===== src/rtl/sf_camera_dma_pkg.sv =====
// Shared types and helpers for the camera frame DMA write master.
// SF_CAMERA_DMA_BYTE_SWAP_EN (in the top) selects byte_swap32 on the load path.
package sf_camera_dma_pkg;

  typedef enum logic [2:0] {
    ST_IDLE,
    ST_WAIT_BLK,
    ST_ACTIVATE,
    ST_LOAD,
    ST_WRITE,
    ST_POP,
    ST_RELEASE
  } dma_state_e;

  localparam int unsigned WORD_BYTES = 4;

  // Big-endian pixel packing to little-endian memory image.
  function automatic logic [31:0] byte_swap32(input logic [31:0] w);
    return {w[7:0], w[15:8], w[23:16], w[31:24]};
  endfunction

endpackage


===== src/rtl/sf_camera_frame_dma.sv =====
// Drains camera ping-pong FIFO blocks into consecutive memory words, one frame at a time.
// Define SF_CAMERA_DMA_BYTE_SWAP_EN to byte-swap each word as it is loaded.
module sf_camera_frame_dma
  import sf_camera_dma_pkg::*;
#(
  parameter int unsigned ADDR_INC    = WORD_BYTES,
  parameter int unsigned ACK_TIMEOUT = 255
) (
  input  logic        clk,
  input  logic        rst,
  input  logic        i_enable,
  input  logic [31:0] i_base_addr,
  input  logic [23:0] i_frame_words,
  output logic        o_busy,
  output logic        o_frame_done,
  output logic [31:0] o_frame_count,
  output logic        o_error,
  input  logic        i_rfifo_ready,
  output logic        o_rfifo_activate,
  output logic        o_rfifo_strobe,
  input  logic [31:0] i_rfifo_data,
  input  logic [23:0] i_rfifo_size,
  output logic        o_mem_we,
  output logic [31:0] o_mem_addr,
  output logic [31:0] o_mem_data,
  input  logic        i_mem_ack
);

  localparam logic [31:0] INC     = 32'(ADDR_INC);
  localparam logic [31:0] TMO_MAX = 32'(ACK_TIMEOUT);

  dma_state_e  state_q, state_d;
  logic [31:0] addr_q, addr_d;
  logic [31:0] data_q, data_d;
  logic [31:0] fcount_q, fcount_d;
  logic [31:0] tmo_q, tmo_d;
  logic [23:0] word_q, word_d;
  logic [23:0] blk_q, blk_d;
  logic        we_q, we_d;
  logic        strobe_q, strobe_d;
  logic        act_q, act_d;
  logic        done_q, done_d;
  logic        err_q, err_d;

  logic        ack_hit;
  logic        timeout_hit;
  logic [23:0] word_next;
  logic        frame_end;
  logic [31:0] load_word;

  assign ack_hit     = (state_q == ST_WRITE) && i_mem_ack;
  assign timeout_hit = (state_q == ST_WRITE) && !i_mem_ack && (tmo_q == TMO_MAX);
  assign word_next   = word_q + 24'd1;
  assign frame_end   = (word_next == i_frame_words);

`ifdef SF_CAMERA_DMA_BYTE_SWAP_EN
  assign load_word = byte_swap32(i_rfifo_data);
`else
  assign load_word = i_rfifo_data;
`endif

  always_ff @(posedge clk or posedge rst) begin
    if (rst) begin
      state_q  <= ST_IDLE;
      addr_q   <= '0;
      data_q   <= '0;
      fcount_q <= '0;
      tmo_q    <= '0;
      word_q   <= '0;
      blk_q    <= '0;
      we_q     <= 1'b0;
      strobe_q <= 1'b0;
      act_q    <= 1'b0;
      done_q   <= 1'b0;
      err_q    <= 1'b0;
    end else begin
      state_q  <= state_d;
      addr_q   <= addr_d;
      data_q   <= data_d;
      fcount_q <= fcount_d;
      tmo_q    <= tmo_d;
      word_q   <= word_d;
      blk_q    <= blk_d;
      we_q     <= we_d;
      strobe_q <= strobe_d;
      act_q    <= act_d;
      done_q   <= done_d;
      err_q    <= err_d;
    end
  end

  always_comb begin
    state_d = state_q;
    unique case (state_q)
      ST_IDLE:     if (i_enable && (i_frame_words != '0)) state_d = ST_WAIT_BLK;
      ST_WAIT_BLK: begin
        if (!i_enable)          state_d = ST_IDLE;
        else if (i_rfifo_ready) state_d = ST_ACTIVATE;
      end
      ST_ACTIVATE: state_d = (blk_q == '0) ? ST_RELEASE : ST_LOAD;
      ST_LOAD:     state_d = ST_WRITE;
      ST_WRITE: begin
        if (ack_hit)          state_d = ST_POP;
        else if (timeout_hit) state_d = ST_RELEASE;
      end
      ST_POP:      state_d = ((blk_q == '0) || !i_enable) ? ST_RELEASE : ST_LOAD;
      ST_RELEASE:  state_d = i_enable ? ST_WAIT_BLK : ST_IDLE;
      default:     state_d = ST_IDLE;
    endcase
  end

  always_comb begin
    addr_d   = addr_q;
    data_d   = data_q;
    fcount_d = fcount_q;
    tmo_d    = tmo_q;
    word_d   = word_q;
    blk_d    = blk_q;
    we_d     = we_q;
    act_d    = act_q;
    strobe_d = 1'b0;
    done_d   = 1'b0;
    err_d    = err_q;

    if (!i_enable)        err_d = 1'b0;
    else if (timeout_hit) err_d = 1'b1;

    unique case (state_q)
      ST_IDLE: begin
        if (state_d == ST_WAIT_BLK) begin
          addr_d = i_base_addr;
          word_d = '0;
        end
      end
      ST_WAIT_BLK: begin
        if (state_d == ST_ACTIVATE) begin
          blk_d = i_rfifo_size;
          act_d = 1'b1;
        end
      end
      ST_LOAD: begin
        data_d = load_word;
        we_d   = 1'b1;
        tmo_d  = '0;
      end
      ST_WRITE: begin
        if (ack_hit) begin
          we_d     = 1'b0;
          strobe_d = 1'b1;
          blk_d    = blk_q - 24'd1;
          // Frame rollover shares the ack update; the block keeps draining into the next frame.
          if (frame_end) begin
            done_d   = 1'b1;
            fcount_d = fcount_q + 32'd1;
            addr_d   = i_base_addr;
            word_d   = '0;
          end else begin
            addr_d = addr_q + INC;
            word_d = word_next;
          end
        end else if (timeout_hit) begin
          we_d = 1'b0;
        end else begin
          tmo_d = tmo_q + 32'd1;
        end
      end
      default: ;
    endcase

    if (state_d == ST_RELEASE) act_d = 1'b0;
  end

  always_comb begin
    o_busy           = (state_q != ST_IDLE);
    o_frame_done     = done_q;
    o_frame_count    = fcount_q;
    o_error          = err_q;
    o_rfifo_activate = act_q;
    o_rfifo_strobe   = strobe_q;
    o_mem_we         = we_q;
    o_mem_addr       = addr_q;
    o_mem_data       = data_q;
  end

endmodule


===== config.mk =====
export PLATFORM = sky130hd
export DESIGN_NAME = sf_camera_frame_dma
export DESIGN_NICKNAME = d
export VERILOG_FILES = /design/src/rtl/sf_camera_dma_pkg.sv /design/src/rtl/sf_camera_frame_dma.sv
export SDC_FILE = /design/constraint.sdc
export NUM_CORES = 1
export LEC_CHECK = 0
export ABC_AREA = 1
export BUFFER_PORTS_ARGS = -buffer_cell sky130_fd_sc_hd__buf_2
export CORE_ASPECT_RATIO = 0.6
export CORE_MARGIN = 2
export CORE_UTILIZATION = 40
export DETAILED_ROUTE_END_ITERATION = 7
export GPL_ROUTABILITY_DRIVEN = 0
export PLACE_DENSITY = 0.67
export SLEW_MARGIN = 5
export SYNTH_ARGS = -nofsm -noshare
export SYNTH_HDL_FRONTEND = slang
export SYNTH_SLANG_ARGS = --single-unit

===== constraint.sdc =====
create_clock -name clk -period 7.5 [get_ports clk]
set_input_delay 1.875 -clock clk [delete_from_list [all_inputs] [get_ports clk]]
set_output_delay 1.875 -clock clk [all_outputs]
set_load 0.03 [all_outputs]

==> flow_metrics.env <==
export IMPL_outcome="finished, final reports clean"
export IMPL_setup_violations=0
export IMPL_grt_pass1_wl_mm=54.9
export IMPL_die_w_um=225
export IMPL_finalHoldViolations=0
export IMPL_hp_class="reg -> reg"
export IMPL_antenna_found_initial=1
export IMPL_clock_sink_count=184
export IMPL_fin_util_pct=47.4
export IMPL_critPathMostFrequentCell="nand2_1"
export IMPL_avgSynthCellArea_um2=7.22
export IMPL_cellPowerDensity_nw_per_um2=289
export IMPL_ys_types=39
export IMPL_post_route_min_period_ns=4.07
export IMPL_post_cts_buffers=0
export IMPL_grt_overflow=0
export IMPL_path_cells="buf_2 -> xnor2_1 -> nand2_1 -> nor2_1 -> nand2_1 -> nor2_1 -> nand3_1 -> nor2_2 -> nand2_4 -> nor2_4 -> inv_2 -> nand2_1 -> o21ai_0"
export IMPL_path_clk_slew_ns=0.07
export IMPL_cts_made_buffers=17
export IMPL_grt_pass1_vias=10531
export IMPL_final_cell_mix="nand2_1, buf_2, dfrtp_1"
export IMPL_rsz0062_at_grt="false"
export IMPL_setup_tns_ns=0
export IMPL_grt_max_degree=127
export IMPL_slowest_delay_ns=0.74
export IMPL_critical_path_class="in -> reg"
export IMPL_vias=11488
export IMPL_final_common_cell="nand2_1"
export IMPL_die_h_um=136
export IMPL_worstPathArrival_ns=4.39
export IMPL_worst_pin_slew_ns=1.21
export IMPL_track_usage_pct=22.6
export IMPL_final_antenna_net_count=0
export IMPL_finalNetCount=1933
export IMPL_synthCells=1620
export IMPL_via_per_inst=5.23
export IMPL_dp_hpwl_mm=25.4
export IMPL_route_detailed_wl_per_inst_um=15.7
export IMPL_drcViolationCount=0
export IMPL_worst_ep_required_time_ns=7.82
export IMPL_num_antenna_cells=0
export IMPL_start_util_pct=40.7
export IMPL_drive_above_1_share_pct=17.3
export IMPL_clock_latency_ns=0.45
export IMPL_die_area_um2=30700
export IMPL_clock_fmax_mhz=246
export IMPL_holdWs_ns=0.503
export IMPL_wl_mm=34.6
export IMPL_cts_path_max_buffers=2
export IMPL_slew_headroom_pct=18.8
export IMPL_synth_area_um2=11700
export IMPL_yosysSeqAreaShare_pct=39.3
export IMPL_slew_violations=0
export IMPL_synthesis_nets=1743
export IMPL_hold_buffers=0
export IMPL_cts_max_level=4
export IMPL_min_period_over_period_pct=54.3
export IMPL_cts_root_buf="clkbuf_16"
export IMPL_numPortBuffers=218
export IMPL_ys_ff_latch=184
export IMPL_end_kind="flip-flop"
export IMPL_worst_ir_drop_vdd_uv=203
export IMPL_rows=48
export IMPL_drv_cap=0
export IMPL_ioPinCount=219
export IMPL_clock_skew_ns=0.0110
export IMPL_rrSetupSlack_ns=3.49
export IMPL_cts_tree="yes"
export IMPL_drtIter0Drc=1101
export IMPL_power_leakage_nw=6.50
export IMPL_ctsResizeCount=0
export IMPL_cp_max_fo=39
export IMPL_startpoint_type="input port"
export IMPL_dr_pass1_iters=5
export IMPL_core_area_um2=28800
export IMPL_areaGrowthSynthToFinish_pct=16.6
export IMPL_slowest_stage="nor2_4"
export IMPL_yosysWarnings=0
-- cell usage after synthesis --
master	instances	area (um^2)
nand2_1	500	1880
dfrtp_1	184	4600
nor2_1	165	619
inv_1	162	608
nand3_1	151	756
xor2_1	67	587
o21ai_0	42	210
nor3_1	38	190
xnor2_1	34	298
mux2_2	32	360
clkbuf_1	31	116
nand4_1	29	181
o31ai_1	29	218
nor4_1	26	163
o22ai_1	19	119
a21oi_1	16	80.1
a31oi_1	12	75.1
buf_2	9	45.0
nand3b_1	9	67.6
buf_6	7	78.8
nor2_4	7	78.8
o21ai_1	7	35.0
ha_1	6	75.1
nand2_2	6	37.5
buf_1	4	15.0
nor2_2	4	25.0
o211ai_1	4	30.0
mux2i_1	3	30.0
nor3b_1	3	22.5
clkinv_1	2	7.51
inv_2	2	7.51
nand2_4	2	22.5
nand3_2	2	20.0
a211oi_1	1	7.51
a22oi_1	1	7.51
buf_4	1	7.51
o21a_1	1	7.51
o21bai_1	1	7.51
or2_2	1	6.26
-- state kept, by name (all words and copies together) (netlist names) --
| name | flops |
|---|---|
| blk_q | 24 |
| o_error | 1 |
| o_frame_count | 32 |
| o_frame_done | 1 |
| o_mem_addr | 32 |
| o_mem_data | 32 |
| o_mem_we | 1 |
| o_rfifo_activate | 1 |
| o_rfifo_strobe | 1 |
| state_q | 3 |
| tmo_q | 32 |
| word_q | 24 |
-- where the power goes --
| part | switching [W] | leakage (nW) | total, W | internal [W] |
|---|---|---|---|---|
| Sequential | 0.000260 | 2.33 | 0.00151 | 0.00125 |
| Combinational | 0.00102 | 3.88 | 0.00151 | 0.000488 |
| Clock | 0.000426 | 0.288 | 0.000930 | 0.000504 |
| Total | 0.00171 | 6.50 | 0.00394 | 0.00224 |
-- worst paths after layout --
kind / startpoint / end / cells after the start
min reg2reg: o_mem_data[4]$_DFFE_PP0P_ / o_mem_data[4]$_DFFE_PP0P_ / 1
max in group asynchronous: rst / blk_q[1]$_DFFE_PP0P_ / 3
min: o_mem_data[4]$_DFFE_PP0P_ / o_mem_data[4]$_DFFE_PP0P_ / 1
min in group asynchronous: rst / o_frame_count[5]$_DFFE_PP0P_ / 2
max: i_frame_words[1] / o_frame_count[16]$_DFFE_PP0P_ / 13
max reg2reg: word_q[0]$_DFFE_PP0P_ / o_frame_count[16]$_DFFE_PP0P_ / 16
-- cell families (layout without fill, tap and decap cells) --
kind of cell / count (synthesis) / after routing / synth area share (%)
compound gates: 133 / 133 / 6.81
xor+xnor: 101 / 101 / 7.56
fa+ha+maj: 6 / 6 / 0.641
buf+inv: 218 / 421 / 7.57
flops: 184 / 184 / 39.3
mux: 35 / 35 / 3.34
simple gates: 943 / 943 / 34.7
-- critical path: cells and delay by family --
family | cells | cell delay [ns]
AOI/OAI and AO/OA | 1 | 0.09
xor gates and xnor gates | 1 | 0.14
buffers and inverters | 2 | 0.53
and+or+nand+nor | 9 | 1.74
-- cell type report --
cell class,count,area (um^2)
fillers,2902,15100
clock inverters,13,144
flip-flops and latches,184,4600
well taps,375,469
multi-input cells,1218,6230
repair buffers,223,1130
clock buffers,19,443
inverters,166,631
-- layer usage --
layer,track usage [%],vias to the layer above,part of all wire [%]
li1,-,5653,-
met2,30.9,473,40
met1,34.3,5327,50
met4,5.52,2,1.1
met5,0,-,0.038
met3,6.55,33,9.3
-- stage by stage --
stage          setup WS (ns)  std cells  area (um^2)  power (W)
4_1_cts                 3.48       2198        13600    0.00398
6_report                3.43       2198        13600    0.00394
2_1_floorplan          0.625       1620        11700    0.00258
3_3_place_gp            3.04       2166        13100    0.00299
3_5_place_dp            2.99       2166        13100    0.00303
5_1_grt                 3.12       2198        13600    0.00421
No activity file was read; power rests on OpenSTA's default activity.
